### config.mk
export PLATFORM = sky130hd
export DESIGN_NAME = pwm_mixer_n
export DESIGN_NICKNAME = d
export VERILOG_FILES = /design/src/rtl/pwm_mixer_n.sv
export SDC_FILE = /design/constraint.sdc
export NUM_CORES = 1
export LEC_CHECK = 0
export CORE_MARGIN = 1.5
export CORE_UTILIZATION = 48
export CTS_CLUSTER_DIAMETER = 60
export DETAILED_ROUTE_END_ITERATION = 8
export HOLD_SLACK_MARGIN = 0.03
export PLACE_DENSITY = 0.66
export SKIP_CTS_REPAIR_TIMING = 1
export SLEW_MARGIN = 20
export SYNTH_ARGS = -nofsm -noshare
export SYNTH_HDL_FRONTEND = slang
export SYNTH_SLANG_ARGS = --single-unit
### constraint.sdc
create_clock -name clk -period 4.7 [get_ports clk]
set_clock_uncertainty 0.1 [all_clocks]
set_input_delay 0.94 -clock clk [delete_from_list [all_inputs] [get_ports clk]]
set_output_delay 0.94 -clock clk [all_outputs]
set_load 0.03 [all_outputs]
### src/rtl/pwm_mixer_n.sv
`default_nettype none
// ============================================================================
//  Module   : pwm_mixer_n
//  Purpose  : N-channel quadrature-encoder controlled PWM mixer. Each channel
//             synchronises and debounces its encoder pins, steps a level
//             register per detent and drives a PWM output whose duty is
//             reloaded only at PWM period boundaries.
//  Revision : 1.0  initial release
// ============================================================================
module pwm_mixer_n #(
   parameter int NCH        = 3,
   parameter int WIDTH      = 8,
   parameter int DB_CYCLES  = 16,
   parameter int PRESCALE   = 256,
   parameter int STEP       = 1,
   parameter int SATURATE   = 1,
   parameter int INIT_LEVEL = 0
) (
   input  logic                 clk,
   input  logic                 reset,
   input  logic [NCH-1:0]       enc_a,
   input  logic [NCH-1:0]       enc_b,
   output logic [NCH-1:0]       pwm_out,
   output logic [NCH*WIDTH-1:0] level,
   output logic                 period_start
);

   // A and B pins share one sync/debounce datapath: A pins low, B pins high.
   localparam int c_npin = 2 * NCH;
   localparam int c_dbw  = (DB_CYCLES > 1) ? $clog2(DB_CYCLES) : 1;
   localparam int c_pw   = (PRESCALE > 1) ? $clog2(PRESCALE) : 1;

   localparam logic [c_dbw-1:0] c_db_last   = c_dbw'(DB_CYCLES - 1);
   localparam logic [c_pw-1:0]  c_pcnt_last = c_pw'(PRESCALE - 1);
   // Last PWM count is 2**WIDTH-2 so the period is 2**WIDTH-1 ticks and a
   // full-scale duty gives a constant high output.
   localparam logic [WIDTH-1:0] c_cnt_last  = {{(WIDTH-1){1'b1}}, 1'b0};
   localparam logic [WIDTH-1:0] c_lvl_max   = {WIDTH{1'b1}};
   localparam logic [WIDTH:0]   c_step      = (WIDTH+1)'(STEP);
   localparam logic [WIDTH-1:0] c_init      = WIDTH'(INIT_LEVEL);

   logic [c_npin-1:0] w_pins;
   logic [c_npin-1:0] r_sync1;
   logic [c_npin-1:0] r_sync2;
   logic              r_db     [c_npin];
   logic [c_dbw-1:0]  r_db_cnt [c_npin];
   logic [NCH-1:0]    w_a_db;
   logic [NCH-1:0]    w_b_db;
   logic [NCH-1:0]    r_a_prev;
   logic [WIDTH-1:0]  r_level  [NCH];
   logic [WIDTH-1:0]  r_duty   [NCH];
   logic [NCH-1:0]    r_pwm;
   logic [c_pw-1:0]   r_pcnt;
   logic [WIDTH-1:0]  r_pwm_cnt;
   logic              r_period_start;
   logic              w_tick;
   logic              w_wrap;

   assign w_pins = {enc_b, enc_a};

   // Two-flop synchroniser for every encoder pin.
   always_ff @(posedge clk or negedge reset) begin
      if (!reset) begin
         r_sync1 <= '0;
         r_sync2 <= '0;
      end else begin
         r_sync1 <= w_pins;
         r_sync2 <= r_sync1;
      end
   end

   generate
      for (genvar p = 0; p < c_npin; p++) begin : g_db
         // Debounce: accept a new value only after DB_CYCLES stable cycles.
         always_ff @(posedge clk or negedge reset) begin
            if (!reset) begin
               r_db[p]     <= 1'b0;
               r_db_cnt[p] <= '0;
            end else if (r_sync2[p] == r_db[p]) begin
               r_db_cnt[p] <= '0;
            end else if (r_db_cnt[p] == c_db_last) begin
               r_db[p]     <= r_sync2[p];
               r_db_cnt[p] <= '0;
            end else begin
               r_db_cnt[p] <= r_db_cnt[p] + 1'b1;
            end
         end
      end
   endgenerate

   // Previous debounced A value for rising-edge detent detection.
   always_ff @(posedge clk or negedge reset) begin
      if (!reset) begin
         r_a_prev <= '0;
      end else begin
         r_a_prev <= w_a_db;
      end
   end

   generate
      for (genvar i = 0; i < NCH; i++) begin : g_ch
         logic [WIDTH:0]   w_up;
         logic [WIDTH:0]   w_dn;
         logic [WIDTH-1:0] w_next;

         assign w_a_db[i] = r_db[i];
         assign w_b_db[i] = r_db[NCH + i];

         // Extra MSB carries the overflow / borrow used for clamping.
         assign w_up = {1'b0, r_level[i]} + c_step;
         assign w_dn = {1'b0, r_level[i]} - c_step;

         // Next level: step on a rising A edge, direction chosen by B.
         always_comb begin
            w_next = r_level[i];
            if (w_a_db[i] && !r_a_prev[i]) begin
               if (!w_b_db[i]) begin
                  w_next = (SATURATE != 0 && w_up > {1'b0, c_lvl_max}) ? c_lvl_max : w_up[WIDTH-1:0];
               end else begin
                  w_next = (SATURATE != 0 && w_dn[WIDTH]) ? '0 : w_dn[WIDTH-1:0];
               end
            end
         end

         // Level register, one clock after the detent is seen.
         always_ff @(posedge clk or negedge reset) begin
            if (!reset) begin
               r_level[i] <= c_init;
            end else begin
               r_level[i] <= w_next;
            end
         end

         assign level[i*WIDTH +: WIDTH] = r_level[i];
      end
   endgenerate

   assign w_tick = (r_pcnt == c_pcnt_last);
   assign w_wrap = w_tick && (r_pwm_cnt == c_cnt_last);

   // Prescaler producing one PWM tick every PRESCALE clocks.
   always_ff @(posedge clk or negedge reset) begin
      if (!reset) begin
         r_pcnt <= '0;
      end else if (w_tick) begin
         r_pcnt <= '0;
      end else begin
         r_pcnt <= r_pcnt + 1'b1;
      end
   end

   // Shared PWM counter and period-start strobe.
   always_ff @(posedge clk or negedge reset) begin
      if (!reset) begin
         r_pwm_cnt      <= '0;
         r_period_start <= 1'b0;
      end else begin
         r_period_start <= w_wrap;
         if (w_wrap) begin
            r_pwm_cnt <= '0;
         end else if (w_tick) begin
            r_pwm_cnt <= r_pwm_cnt + 1'b1;
         end
      end
   end

   // Duty reloads only at the period boundary so a running period never
   // sees a mid-period level change; outputs compare against the count.
   always_ff @(posedge clk or negedge reset) begin
      if (!reset) begin
         for (int i = 0; i < NCH; i++) begin
            r_duty[i] <= c_init;
         end
         r_pwm <= '0;
      end else begin
         for (int i = 0; i < NCH; i++) begin
            if (w_wrap) begin
               r_duty[i] <= r_level[i];
            end
            r_pwm[i] <= (r_pwm_cnt < r_duty[i]);
         end
      end
   end

   assign pwm_out      = r_pwm;
   assign period_start = r_period_start;

endmodule
`default_nettype wire
After elaboration in Yosys (flattened, before gate mapping)
Cells that the tools add are included.
- register bits: 113
- input bits: 8
- output and inout port bits: 28
- logic and storage cells: 103
- add/sub/neg operators: 14
- magnitude comparators: 6
- equal/unequal tests: 14
- muxes and demuxes: 24
- bitwise gates (word level): 6
- reduce and logical (&&, ||, !) cells: 14
- operators with widths (kind ; number):
    8-bit 2-to-1 mux ; 12
    4-bit 2-to-1 mux ; 12
    8-bit by 1-bit adder with 9-bit output (second input constant) ; 3
    9-bit by 8-bit greater-than comparator with 1-bit output (second input constant) ; 3
    8-bit by 1-bit subtractor with 9-bit output (second input constant) ; 3
    4-bit by 1-bit adder with 4-bit output (second input constant) ; 6
    4-bit equality test (second input constant) ; 6
    8-bit less-than comparator ; 3
    8-bit by 1-bit adder with 8-bit output (second input constant) ; 2
    8-bit equality test (second input constant) ; 2
    2-bit AND reduction ; 6
    1-bit equality test ; 6
    1-bit NOT ; 6
    1-bit logical AND ; 4
    1-bit zero test ; 3
    2-bit nonzero test ; 1

Longest topological paths before layout
Gate-level depths: netlist of the first run.
- word-level depth: 4
- mapped depth: 9
- mapped depth without buffers: 8

Worst setup path before layout of the first run
OpenSTA, ideal clock, no wires.
- kind: register to register
- from: register r_level (netlist bit level[8])
- to: register r_level (netlist bit level[11])
- library setup time: 0.066 ns
- data arrival time: 2.302 ns
- slack: 2.232 ns
- cell stages (with the launch flop): 9
- buffers on the path: 1
- period minus slack after synthesis: 2.468 ns
- path through: dfrtp_1 -> clkbuf_1 -> inv_1 -> ha_1 -> or4bb_1 -> a311oi_1 -> o21ai_0 -> o21ai_0 -> a22o_1
- word-level cells in the longest chain between the ends: 4
- ends and longest elaborated chain (item ; line ; text):
    from (decl) ; 50 ; logic [WIDTH-1:0] r_level [NCH];
    from (signal, indexed assignment) ; 128 ; r_level[i] <= c_init;
    from (signal, indexed assignment) ; 130 ; r_level[i] <= w_next;
    8-bit by 1-bit adder with 9-bit output ; 110 ; assign w_up = {1'b0, r_level[i]} + c_step;
    9-bit by 8-bit greater-than comparator with 1-bit output ; 118 ; w_next = (SATURATE != 0 && w_up > {1'b0, c_lvl_max}) ? c_lvl_max : w_up[WIDTH-1:0];
    8-bit 2-to-1 mux ; 118 ;
    8-bit 2-to-1 mux (*) ; 117 ; if (!w_b_db[i]) begin
Every way passes the cells marked *; elsewhere a longest branch is shown, timed or not.
A chain may end at the register's enable or synchronous reset.

Worst setup path in the final report of the first run
- from: register r_level (netlist bit level[18])
- to: output level[18]
- RTL lines (item ; line ; text):
    to (decl) ; 24 ; output logic [NCH*WIDTH-1:0] level,
No word-level cell between the ends.

==> results of run 1 <==
how the worst max path moves through the flow:
| stage | depth (start not counted) | endpoint | slack [ps] | start |
|---|---|---|---|---|
| 4_1_cts | 1 | level[18] | 1820 | level[18] |
| 6_report | 1 | level[18] | 1810 | level[18] |
| 3_3_place_gp | 1 | level[18] | 2270 | level[18] |
| 5_1_grt | 1 | level[18] | 1740 | level[18] |
| 3_5_place_dp | 1 | level[18] | 2240 | level[18] |
| 2_1_floorplan | 8 | level[11] | 2230 | level[8] |
cell families (layout without fill, tap and decap cells):
| logic type | count (synthesis) | count (layout) | share of synthesized area [%] |
|---|---|---|---|
| multiplexers | 10 | 10 | 1.762 |
| AO/OA/AOI/OAI | 175 | 175 | 18.24 |
| XOR/XNOR | 22 | 22 | 3.118 |
| buffers and inverters | 78 | 114 | 5.021 |
| adder cells (fa/ha/maj) | 39 | 39 | 7.896 |
| AND/OR/NAND/NOR | 215 | 215 | 18.20 |
| flip-flops | 113 | 113 | 45.76 |
Yosys cell counts (6+ instances only):
cell type and number:
nor3_1 14, nor2b_1 11, dfrtp_1 113, xnor2_1 17, a21oi_1 35, mux2_2 7
a21o_1 6, o22ai_1 6, or3_1 8, nand4b_1 6, ha_1 39, o21ai_0 71
nand2b_1 9, nand3_1 29, and3_1 6, nor2_1 31, buf_2 8, clkbuf_1 23
nor3b_1 8, inv_1 44, nor4_1 7, a211oi_1 6, nand2_1 65
flip-flops by register name, indices dropped and copies added (netlist names):
register	count
r_db_cnt	24
r_sync1	6
r_db	6
r_sync2	6
pwm_out	3
r_a_prev	3
r_pwm_cnt	8
r_pcnt	8
period_start	1
r_duty	24
level	24
per-layer routing:
metal,vias up,part of all wire [%]
li1,2373,-
met1,2369,48
met2,95,48
met3,15,3.8
met4,0,0.90
met5,-,0
through the flow:
stage / hold WS [ps] / setup slack, ps
global route: 250.9 / 1736
global placement: 231.3 / 2273
finish: 247.3 / 1810
CTS: 243.3 / 1815
floorplan: 231.2 / 2232
detailed placement: 235.5 / 2243
report_power, final:
| group | switching (mW) | leakage [nW] | internal, mW |
|---|---|---|---|
| clock | 0.431 | 0.297 | 0.874 |
| combinational | 0.0460 | 1.27 | 0.0313 |
| sequential | 0.0191 | 1.52 | 0.993 |
final cells by class:
cell class                 instances  area (um^2)  share of cell area [%]
sequential                       113         2828                   39.14
clock inverter                     9        130.1                   1.801
inverter                          45        168.9                   2.338
timing repair buffer              37        362.8                   5.023
clock buffer                      23        478.0                   6.616
multi-input combinational        461         3042                   42.10
tap                              172        215.2                   2.979
==> flow_metrics.tcl, run 1 <==
set metrics [dict create \
    status "complete, no violations" \
    drive_above_1_share_pct 7.413 \
    routed_wl_um 12660 \
    final_cells 860 \
    finalSetupViolCount 0 \
    synth_top_area_share_pct 45.76 \
    numCtsBuffers 17 \
    hold_end "r_sync2[5]" \
    dp_hpwl_um 8644 \
    cp-start-kind "flip-flop" \
    nFillCells 1089 \
    grt-busiest-layer "met2" \
    end_kind "primary output" \
    areaGrowthSynthToFinish_pct 16.91 \
    crit_chain "clkdlybuf4s50_1" \
    r2r_start "level[8]" \
    die_area_mm2 0.01356 \
    critical_path.max_fanout 17 \
    totalPowerFinal_mw 2.394 \
    path_clk_slew_ps 50 \
    grt_use_met3_pct 4.982 \
    reg2reg_depth 7 \
    ir_worst_vdd_mv 0.2082 \
    fp.dieW_um 116.5 \
    synthTopCellsByArea "dfrtp_1 46%, ha_1 7.9%, o21ai_0 5.8%" \
    critical_path_class "reg -> out" \
    yosys_warnings 0 \
    tightest_slew_ps 862.9 \
    critPathBufInv 1 \
    p_per_area_mw_per_mm2 331.4 \
    hold_class "reg -> reg" \
    antenna_cells 0 \
    leakage_nw 3.089 \
    synth_nets 699 \
    grt_first_pass_wirelength_um 21800 \
    insertion_delay_ps 410 \
    cpPeakStageDelay_ps 770 \
    rrSetupSlack_ps 2240 \
    final_area_mm2 0.007224 \
    rsz0062_at_grt "no" \
    use_met1_pct 27.61 \
    clock_sinks 113 \
    min_from "r_sync1[5]" \
    synth_edf_count 0 \
    fmax_mhz 346.0 \
    slew_violations 0 \
    ys_types 63 \
    syn_inst 652 \
    drtIter0Drc 297 \
    avgSynthCellArea_um2 9.478 \
    synth_ff_type "dfrtp_1" \
    whs_path_depth 0 \
    root_buffer "clkbuf_16" \
    grtUsageMet2_pct 32.59 \
    final_cell_mix "113 x dfrtp_1, 71 x o21ai_0, 65 x nand2_1" \
    async_flop_share_pct 100.0 \
    worstPathArrival_ps 1850 \
    synth_seq_cells 113 \
    mappedNetlistArea_mm2 0.006180 \
    avgViaCountPerCell 5.642 \
    vias 4852 \
    wl_per_cell_um 14.72 \
    rows 41 \
    drc 0 \
    portBuffers 35 \
    grt_pass1_vias 4696 \
    fin_util_pct 57.48 \
    start_util_pct 49.17 \
    htreeDepth 4 \
    grt_max_degree 69 \
    track_usage_pct 20.49 \
    first_pass_iters 5 \
    synth_area_leader_cell "dfrtp_1" \
    drtAntennaViolNets 0 \
    ios 36 \
    tritoncts "built" \
    slowest_stage "clkdlybuf4s50_1" \
    core_mm2 0.01257 \
    relSlewSlack_pct 42.47 \
    finalWeightedCongestion 0.8383 \
    cp_data_required_time_ps 3660 \
    hold_viol 0 \
    seq_area_frac_synth_pct 45.76 \
    totalNegativeSetupSlack_ps 0 \
    r2r-end "level[11]" \
    chipHeight_um 116.5 \
    cp_top_family "buffers and inverters" \
    final_common_cell "dfrtp_1" \
    place_area_mm2 0.006616 \
    clock_path_buffers 2 \
    maxCapViolations 0 \
    finalNetCount 722 \
    fin_crit_sh_pct 61.49 \
    fin_crit_ps 2890 \
    antenna_found_initial 0 \
    dp.cells 828 \
    overflow 0 \
]
Note: power is estimated with default switching activity, not from simulation.
==> inputs of run 2 (changes only) <==
PLACE_DENSITY = 0.69   (was 0.66)
clock period = 2.4 ns   (was 4.7 ns; I/O delays follow)
==> flow_metrics.tcl, run 2 (synthesized netlist as in run 1, its figures left out) <==
set metrics [dict create \
    cp_data_required_time_ps 1820 \
    cp-start-kind "flip-flop" \
    critical_path.max_fanout 13 \
    fin_crit_sh_pct 95.33 \
    start_util_pct 49.17 \
    fmax_mhz 437.1 \
    finalSetupViolCount 0 \
    wl_per_cell_um 14.65 \
    cpPeakStageDelay_ps 740 \
    drc 0 \
    min_from "r_sync1[0]" \
    totalPowerFinal_mw 4.947 \
    finalWeightedCongestion 0.8935 \
    drtIter0Drc 515 \
    relSlewSlack_pct 53.72 \
    hold_end "r_sync2[0]" \
    totalNegativeSetupSlack_ps 0 \
    die_area_mm2 0.01356 \
    antenna_found_initial 0 \
    fp.dieW_um 116.5 \
    grt_max_degree 50 \
    fin_hold_ws_ps 244.7 \
    clock_path_buffers 2 \
    rows 41 \
    drive_above_1_share_pct 11.61 \
    place_area_mm2 0.006859 \
    antenna_cells 0 \
    leakage_nw 3.285 \
    slowest_stage "clkdlybuf4s50_1" \
    ir_worst_vdd_mv 0.5130 \
    core_mm2 0.01257 \
    drtAntennaViolNets 0 \
    cp_top_family "buffers and inverters" \
    worstPathArrival_ps 1710 \
    fin_crit_ps 2288 \
    ios 36 \
    status "complete, no violations" \
    dp_hpwl_um 8942 \
    chipHeight_um 116.5 \
    crit_chain "clkdlybuf4s50_1" \
    reg2reg_depth 7 \
    final_area_mm2 0.007538 \
    maxCapViolations 0 \
    p_per_area_mw_per_mm2 656.3 \
    root_buffer "clkbuf_16" \
    avgViaCountPerCell 5.618 \
    critical_path_class "reg -> out" \
    htreeDepth 4 \
    slew_violations 0 \
    critPathBufInv 1 \
    grt_pass1_vias 4760 \
    tightest_slew_ps 692.8 \
    numCtsBuffers 17 \
    hold_viol 0 \
    insertion_delay_ps 410 \
    clock_sinks 113 \
    rsz0062_at_grt "no" \
    path_clk_slew_ps 50 \
    hold_class "reg -> reg" \
    first_pass_iters 5 \
    track_usage_pct 21.19 \
    whs_path_depth 0 \
    r2r-end "level[3]" \
    portBuffers 35 \
    overflow 0 \
    routed_wl_um 12990 \
    finalNetCount 750 \
    areaGrowthSynthToFinish_pct 21.99 \
    final_cell_mix "111 x dfrtp_1, 71 x o21ai_0, 65 x nand2_1" \
    grt_first_pass_wirelength_um 22360 \
    final_common_cell "dfrtp_1" \
    end_kind "primary output" \
    rrSetupSlack_ps 130 \
    vias 4983 \
    r2r_start "level[0]" \
    tritoncts "built" \
]
## run 2: cell types whose count changed in the layout (fill, tap and decap cells not counted), sizes merged
cell,delta
buf,+27
bufinv,+2
clkbuf,-2
clkinv,-2
clkdlybuf4s50,-1
clkinvlp,+1
dlygate4sd3,+1
dlymetal6s2s,+1
## run 2: final cells by class
cell class                      instances  area [um^2]
Timing Repair Buffer                   65        615.6
Inverter                               45        168.9
Multi-Input combinational cell        461         3048
Sequential cell                       113         2830
Clock inverter                         10        180.2
Clock buffer                           21        480.5
Tap cell                              172        215.2
Fill cell                            1060         5030
## run 2: worst max-delay path by stage
stage / from / endpoint / cells after the start
6_report: level[13] / level[13] / 1
5_1_grt: level[0] / level[3] / 7
4_1_cts: level[5] / level[5] / 1
3_5_place_dp: level[0] / level[3] / 7
3_3_place_gp: level[0] / level[3] / 7
2_1_floorplan: level[8] / level[11] / 8
## run 2: power breakdown
group / leakage (nW) / internal, mW / switching [mW] / total (mW)
Combinational: 1.45 / 0.0730 / 0.0979 / 0.171
Clock: 0.321 / 1.94 / 0.860 / 2.80
Sequential: 1.52 / 1.95 / 0.0323 / 1.98
## run 2: metrics by stage
stage          cells  utilization, %  setup slack (ps)
2_1_floorplan    652               -             10.37
3_3_place_gp     855           54.57             212.3
3_5_place_dp     855           54.57             155.4
4_1_cts          886           59.83             40.31
5_1_grt          887           59.98             3.432
6_report         887           59.98             112.2
## run 2: metal layers
layer,GRT usage (%),vias up,routed length [um]
li1,-,2441,-
met1,28.13,2388,6001
met2,33.61,137,6218
met3,5.345,17,578
met4,8.130,0,196
met5,0,-,0
